==> src/rtl/sha256_pkg.sv <==
// rtl/sha256_pkg.sv - shared types and constants for the SHA-256 round controller
//
// Purpose: FSM state encoding, round-count defaults, and the SHA-256 initial
// hash values used by the datapath IV mux.
package sha256_pkg;

  typedef enum logic [2:0] {
    ST_IDLE   = 3'd0,
    ST_INIT   = 3'd1,
    ST_ROUND  = 3'd2,
    ST_UPDATE = 3'd3,
    ST_DONE   = 3'd4
  } state_e;

  localparam int NUM_ROUNDS_DEF = 64;
  // Rounds below this index take W directly from the message block.
  localparam int W_MSG_WORDS    = 16;

  localparam logic [31:0] SHA256_IV [8] = '{
    32'h6a09e667, 32'hbb67ae85, 32'h3c6ef372, 32'ha54ff53a,
    32'h510e527f, 32'h9b05688c, 32'h1f83d9ab, 32'h5be0cd19
  };

endpackage

==> src/rtl/sha256_round_cnt.sv <==
// rtl/sha256_round_cnt.sv - clear/enable round counter with terminal-count flag
//
// Purpose: counts compression rounds; tc marks the last round.
// Ports:
//   CLK   in   clock, rising edge
//   RST   in   synchronous active-high reset
//   clr   in   clear count to 0 (has priority over en)
//   en    in   increment count
//   count out  current round number
//   tc    out  count == NUM_ROUNDS-1
module sha256_round_cnt
  import sha256_pkg::*;
#(
  parameter int NUM_ROUNDS = NUM_ROUNDS_DEF,
  parameter int IDX_W      = 6
) (
  input  logic             CLK,
  input  logic             RST,
  input  logic             clr,
  input  logic             en,
  output logic [IDX_W-1:0] count,
  output logic             tc
);

  logic [IDX_W-1:0] count_q;
  logic [IDX_W-1:0] count_d;

  always_comb begin
    count_d = count_q;
    if (clr) begin
      count_d = '0;
    end else if (en) begin
      count_d = count_q + 1'b1;
    end
  end

  always_ff @(posedge CLK) begin
    if (RST) begin
      count_q <= '0;
    end else begin
      count_q <= count_d;
    end
  end

  assign count = count_q;
  assign tc    = (count_q == IDX_W'(NUM_ROUNDS - 1));

endmodule

==> src/rtl/sha256_round_ctrl.sv <==
// rtl/sha256_round_ctrl.sv - SHA-256 block/round sequencing FSM
//
// Purpose: accepts message blocks, issues IV/working-register loads, steps the
// compression rounds, triggers H accumulation and presents the final digest.
// Ports:
//   CLK, RST              clock / synchronous active-high reset
//   blk_valid/first/last  block handshake from the padder; blk_ready back
//   abort                 synchronous cancel, returns to IDLE
//   iv_load, wk_load      H/working-register load strobes
//   round_en, round_idx   round strobe and K/W index; w_sel picks W source
//   h_update              H accumulation strobe
//   digest_valid/ready    final digest handshake
//   busy                  not IDLE
// All outputs are flops computed from the next state, so no input reaches an
// output combinationally.
module sha256_round_ctrl
  import sha256_pkg::*;
#(
  parameter int NUM_ROUNDS = NUM_ROUNDS_DEF,
  parameter int IDX_W      = 6
) (
  input  logic             CLK,
  input  logic             RST,
  input  logic             blk_valid,
  input  logic             blk_first,
  input  logic             blk_last,
  output logic             blk_ready,
  input  logic             abort,
  output logic             iv_load,
  output logic             wk_load,
  output logic             round_en,
  output logic [IDX_W-1:0] round_idx,
  output logic             w_sel,
  output logic             h_update,
  output logic             digest_valid,
  input  logic             digest_ready,
  output logic             busy
);

  state_e state_q, state_d;
  logic   first_q, first_d;
  logic   last_q, last_d;

  logic             blk_ready_q, iv_load_q, wk_load_q, round_en_q;
  logic [IDX_W-1:0] round_idx_q;
  logic             w_sel_q, h_update_q, digest_valid_q, busy_q;

  logic             cnt_clr, cnt_en, cnt_tc;
  logic [IDX_W-1:0] cnt;
  logic [IDX_W-1:0] idx_next;

  // Held at zero outside ROUND, so every ROUND pass starts from round 0;
  // stops at the terminal count so it never wraps.
  assign cnt_clr = (state_q != ST_ROUND);
  assign cnt_en  = (state_q == ST_ROUND) && !cnt_tc;

  sha256_round_cnt #(
    .NUM_ROUNDS (NUM_ROUNDS),
    .IDX_W      (IDX_W)
  ) u_round_cnt (
    .CLK   (CLK),
    .RST   (RST),
    .clr   (cnt_clr),
    .en    (cnt_en),
    .count (cnt),
    .tc    (cnt_tc)
  );

  always_comb begin
    state_d = state_q;
    first_d = first_q;
    last_d  = last_q;
    if (abort) begin
      state_d = ST_IDLE;
      first_d = 1'b0;
      last_d  = 1'b0;
    end else begin
      case (state_q)
        ST_IDLE: begin
          if (blk_valid) begin
            first_d = blk_first;
            last_d  = blk_last;
            state_d = ST_INIT;
          end
        end
        ST_INIT:   state_d = ST_ROUND;
        ST_ROUND:  if (cnt_tc) state_d = ST_UPDATE;
        ST_UPDATE: state_d = last_q ? ST_DONE : ST_IDLE;
        ST_DONE:   if (digest_ready) state_d = ST_IDLE;
        default:   state_d = ST_IDLE;
      endcase
    end
  end

  // Counter value seen in the next cycle when that cycle is a ROUND cycle:
  // ROUND is entered only from INIT (count 0) or continues from ROUND (+1).
  assign idx_next = (state_q == ST_ROUND) ? cnt + 1'b1 : '0;

  always_ff @(posedge CLK) begin
    if (RST) begin
      state_q        <= ST_IDLE;
      first_q        <= 1'b0;
      last_q         <= 1'b0;
      blk_ready_q    <= 1'b1;
      iv_load_q      <= 1'b0;
      wk_load_q      <= 1'b0;
      round_en_q     <= 1'b0;
      round_idx_q    <= '0;
      w_sel_q        <= 1'b0;
      h_update_q     <= 1'b0;
      digest_valid_q <= 1'b0;
      busy_q         <= 1'b0;
    end else begin
      state_q        <= state_d;
      first_q        <= first_d;
      last_q         <= last_d;
      blk_ready_q    <= (state_d == ST_IDLE);
      iv_load_q      <= (state_d == ST_INIT) && first_d;
      wk_load_q      <= (state_d == ST_INIT);
      round_en_q     <= (state_d == ST_ROUND);
      round_idx_q    <= (state_d == ST_ROUND) ? idx_next : '0;
      w_sel_q        <= (state_d == ST_ROUND) && (idx_next >= IDX_W'(W_MSG_WORDS));
      h_update_q     <= (state_d == ST_UPDATE);
      digest_valid_q <= (state_d == ST_DONE);
      busy_q         <= (state_d != ST_IDLE);
    end
  end

  assign blk_ready    = blk_ready_q;
  assign iv_load      = iv_load_q;
  assign wk_load      = wk_load_q;
  assign round_en     = round_en_q;
  assign round_idx    = round_idx_q;
  assign w_sel        = w_sel_q;
  assign h_update     = h_update_q;
  assign digest_valid = digest_valid_q;
  assign busy         = busy_q;

endmodule

==> config.mk <==
export PLATFORM = sky130hd
export DESIGN_NAME = sha256_round_ctrl
export DESIGN_NICKNAME = d
export VERILOG_FILES = /design/src/rtl/sha256_pkg.sv /design/src/rtl/sha256_round_cnt.sv /design/src/rtl/sha256_round_ctrl.sv
export SDC_FILE = /design/constraint.sdc
export NUM_CORES = 1
export LEC_CHECK = 0
export ABC_AREA = 1
export ABC_CLOCK_PERIOD_IN_PS = 3200
export CAP_MARGIN = 20
export CORE_ASPECT_RATIO = 0.75
export CORE_MARGIN = 10
export CORE_UTILIZATION = 45
export CTS_CLUSTER_SIZE = 25
export DETAILED_ROUTE_END_ITERATION = 6
export GPL_TIMING_DRIVEN = 0
export PLACE_DENSITY = 0.78
export SYNTH_ARGS = -nofsm -noshare
export SYNTH_HDL_FRONTEND = slang
export SYNTH_SLANG_ARGS = --single-unit
==> constraint.sdc <==
create_clock -name CLK -period 3.2 [get_ports CLK]
set_input_delay 0.32 -clock CLK [delete_from_list [all_inputs] [get_ports CLK]]
set_output_delay 0.32 -clock CLK [all_outputs]
set_load 0.02 [all_outputs]
# Word-level counts from Yosys, hierarchy flattened
# Index checks and enable logic that the tools add are counted.
[op_classes]
n_addsub = 1
order_cmp = 1
eq_ne = 10
n_mux = 10
n_bitwise = 1
n_reduce_logical = 11
[ops]
columns = ["op", "n"]
rows = [
  ["$mux W3", 5],
  ["$pmux W3 S5", 1],
  ["$eq A3 B2 Y1 const B", 4],
  ["$add A6 B1 Y6 const B", 1],
  ["$eq A3 B1 Y1 const B", 2],
  ["$eq A3 B3 Y1 const B", 2],
  ["$eq A6 B6 Y1 const B", 1],
  ["$ge A6 B5 Y1 const B", 1],
  ["$logic_not A3 Y1", 2],
  ["$mux W6", 1],
  ["$reduce_or A2 Y1", 3],
  ["$logic_and A1 B1 Y1", 3],
  ["$mux W1", 3],
  ["$ne A3 B2 Y1 const B", 1],
  ["$reduce_bool A3 Y1", 1],
  ["$reduce_and A2 Y1", 1],
  ["$logic_not A1 Y1", 1],
  ["$not A1 Y1", 1],
]
[word_totals]
reg_bits = 25
in_bits = 7
output_inout_bits = 14
wordCells = 47

# Depth between registers and ports, before layout
[logic_depth]
ltp_word = 7
mapped_depth = 9
ltp_nobuf = 9

# Cells and area by module
# Synthesis repeated with hierarchy kept, for this count alone.
[unflattened]
hier_cells = 130
hier_area_um2 = 1008.5
[modules_own_cells]
columns = ["mod", "n_inst", "cells_each", "area_each_um2", "seq_area_each_um2"]
rows = [
  ["sha256_round_ctrl", 1, 93, 740.7, 380.4],
  ["sha256_round_cnt", 1, 37, 267.8, 120.1],
]

# Worst setup path before layout
# No wires, ideal clock.
[synth_timing]
path_type = "reg-to-reg"
start = "register u_round_cnt.count_q[0], in the netlist u_round_cnt.count[0]"
end = "register w_sel_q, in the netlist w_sel"
setup_ps = 117
t_arrival_ps = 1180
t_required_ps = 3083
setup_slack_ps = 1903
path_stages_with_launch = 9
path_buffers = 0
period_less_slack_ps = 1297
cell_sequence = "dfxtp_1 ha_1 nand3_2 nor2_4 nand2_1 nand2_2 nand2_2 nand2_4 a21oi_1"
[synth_between]
elab_chain_cells = 6
word_cells_on_any_way = 9
[synth_lines]
columns = ["item", "line_no", "source"]
rows = [
  ["start, declared", "sha256_round_cnt.sv:25", "logic [IDX_W-1:0] count_q;"],
  ["start signal, assigned", "sha256_round_cnt.sv:41", "count_q <= count_d;"],
  ["branches (longest 5 deep; another with $add A6 B1 Y6)", "n/a", ""],
  ["$logic_and A1 B1 Y1 (*)", "sha256_round_ctrl.sv:122", "w_sel_q <= (state_d == ST_ROUND) && (idx_next >= IDX_W'(W_MSG_WORDS));"],
  ["end signal, assigned", "sha256_round_ctrl.sv:122", ""],
  ["end, declared", "sha256_round_ctrl.sv:46", "logic w_sel_q, h_update_q, digest_valid_q, busy_q;"],
]
# Every way passes the cells marked *.
# A chain may end at the register's enable or synchronous reset.

# Worst setup path in the final report
[layout_timing]
start = "register iv_load_q, in the netlist iv_load"
end = "output port iv_load"
[layout_rtl]
columns = ["item", "line_no", "source"]
rows = [
  ["start, declared", "sha256_round_ctrl.sv:44", "logic blk_ready_q, iv_load_q, wk_load_q, round_en_q;"],
  ["start signal, assigned", "sha256_round_ctrl.sv:118", "iv_load_q <= (state_d == ST_INIT) && first_d;"],
  ["end, declared", "sha256_round_ctrl.sv:29", "output logic iv_load,"],
]
# No word-level cell between the ends.

==> flow_summary.ini <==
[outcome]
status = complete, no violations

[final_layout]
fillCellCount = 187
final_cells = 161
diodes = 0
fin_util_pct = 60.2
syn_to_final_growth_pct = 25.7
design_area_um2 = 1210
drive_gt1_share_pct = 16.1
final_nets = 146

[sta]
hold_viol = 0
fin_crit_sh_pct = 49.4
finClkSkew_ns = 0.00914
hold_ws_ns = 0.309
max_freq_mhz = 633
min_period_ns = 1.58
setup-tns-final_ns = 0
final-max-slew-violation-count = 0
finalSetupViolations = 0
tightest_slew_ns = 0.250
rsz0062_at_grt = no
timing.slew.headroom_pct = 83.1

[power]
powerDensity_nw_per_um2 = 405
vdd_ir_drop_max_mv = 0.369
p_leak_nw = 0.494

[setup_path]
crit_path_max_incr_delay_ns = 0.62
cp-start-kind = register
worstSetupPathType = reg2out
slowest_stage = clkdlybuf4s50_1
cp.required_ns = 2.88
worstPathMaxFanout = 1
endpoint_kind = primary output
critPathBufInv = 1
crit_chain = clkdlybuf4s50_1
cp.arrival_ns = 1.26
path_delay_family = buffers and inverters

[cts]
clkSlewWorstSetupHoldPaths_ns = 0.13
cts_setup_buffers = 0
cts_hold_buf = 0
clock_latency_ns = 0.31
cts_buffer_depth = 2
ctsHtreeMaxLevel = 1
cts_root_buf = clkbuf_4
cts_tree = yes
cts_buffers = 3
cts.sinks = 25
cts-resized-gates = 0

[placed_design]
portBuffers = 19
post-dp-hpwl_mm = 1.52
place_congestion = 0.829
placed_cells = 157
dpl_cell_area_um2 = 1180

[logic_synthesis]
synth_area_leaders = dfxtp_1 52%, nor2_1 9.7%, nand2_1 7.0%, inv_1 4.7%, nor2_4 3.5%
ys_types = 20
async_flop_share_pct = 0
syn-cell-area_um2 = 965
yosysTopAreaCell = dfxtp_1
syn_area_per_cell_um2 = 8.46
syn-instance-count = 114
synth_top_area_share_pct = 51.9
ys.flop_type = dfxtp_1
ys_ff_latch = 25
synth_nets = 122
yosysSeqAreaShare_pct = 51.9
synth-edff-count = 0
yosysWarnings = 0
netlist_top_cells_count = 25 x dfxtp_1, 25 x nor2_1, 18 x nand2_1

[floorplanning]
ios = 21
core_um2 = 2010
die_w_um = 73.5
start_util_pct = 47.9
dieArea_um2 = 4410
placementRows = 14
dieHeight_um = 60.1

[min_path]
hp-class = in2reg

[route]
drt_iter0_markers = 28
num_vias = 775
wl_per_cell_um = 11.6
antenna_left = 0
first_pass_iters = 4
wl_mm = 1.86
via_per_inst = 4.81
drc = 0

[job]
cap_violations = 0

[global_route]
first_global_vias = 720
antenna_found_initial = 0
gr-total-overflow = 0
grtUsageTotal_pct = 9.07
grt_max_degree = 15
grt_pass1_wl_mm = 3.17
## cell type report
class                   count  area (um^2)  share of cell area (%)
plain buffers               1         5.00                   0.413
clock buffers               3         22.5                    1.86
clock inverters             1         5.00                   0.413
inverters                  15         56.3                    4.64
multi-input cells          73          403                    33.2
flip-flops and latches     25          500                    41.3
well taps                  24         30.0                    2.48
repair buffers             19          190                    15.7
## placed cells by master (no fill, tap or decap), types with 3 or more instances in the layout
| master | count |
|---|---|
| clkdlybuf4s50_1 | 19 |
| inv_1 | 12 |
| nor2_1 | 25 |
| nand3_2 | 3 |
| clkbuf_4 | 3 |
| nand2_1 | 18 |
| dfxtp_1 | 25 |
| inv_2 | 3 |
| o21ai_0 | 6 |
| nand2_2 | 3 |
| nor2_4 | 3 |
## per-stage QoR
stage,power (mW),setup WS (ns)
after detailed placement,0.364,1.64
after CTS,0.496,1.60
after floorplan,0.348,1.90
final,0.491,1.62
after global routing,0.514,1.56
after global placement,0.363,1.69
## final timing paths
path,startpoint,to,slack [ns],cells past startpoint
worst max register to register,u_round_cnt.count[0],round_idx[2],1.72,8
worst max-delay path,iv_load,iv_load,1.62,1
worst min-delay path,RST,state_q[2],0.31,2
worst min register to register,last_q,last_q,0.51,2
## layer usage
metal	up-vias	GRT usage [%]	part of all wire, %
met5	-	0	0
met4	0	2.39	1.5
met3	4	4.14	9.8
met2	29	15.7	47
met1	344	9.84	42
li1	398	-	-
## logic make-up (layout without fill, tap and decap cells)
kind of cell | count (synthesis) | in the layout | synth area share (%)
AND/OR/NAND/NOR | 60 | 60 | 32.7
flip-flops | 25 | 25 | 51.9
buffers and inverters | 16 | 39 | 6.35
AO/OA/AOI/OAI | 8 | 8 | 4.15
XOR/XNOR | 4 | 4 | 3.63
adder cells (fa/ha/maj) | 1 | 1 | 1.30
## where the power goes
part / internal, mW / switching (mW) / leakage (nW)
clock: 0.0467 / 0.0877 / 0.0177
combinational: 0.0164 / 0.0213 / 0.274
sequential: 0.316 / 0.00260 / 0.202
total: 0.379 / 0.112 / 0.494
## worst register-to-register path: stages, from the launching register on
cell	delay (ns)
dfxtp_1	0.42
ha_1	0.22
nand3_2	0.12
nor2_4	0.19
nand2_1	0.09
nand2_2	0.10
nand2_2	0.08
nand2_4	0.11
nor2_1	0.06
(Power assumes the default switching activity.)
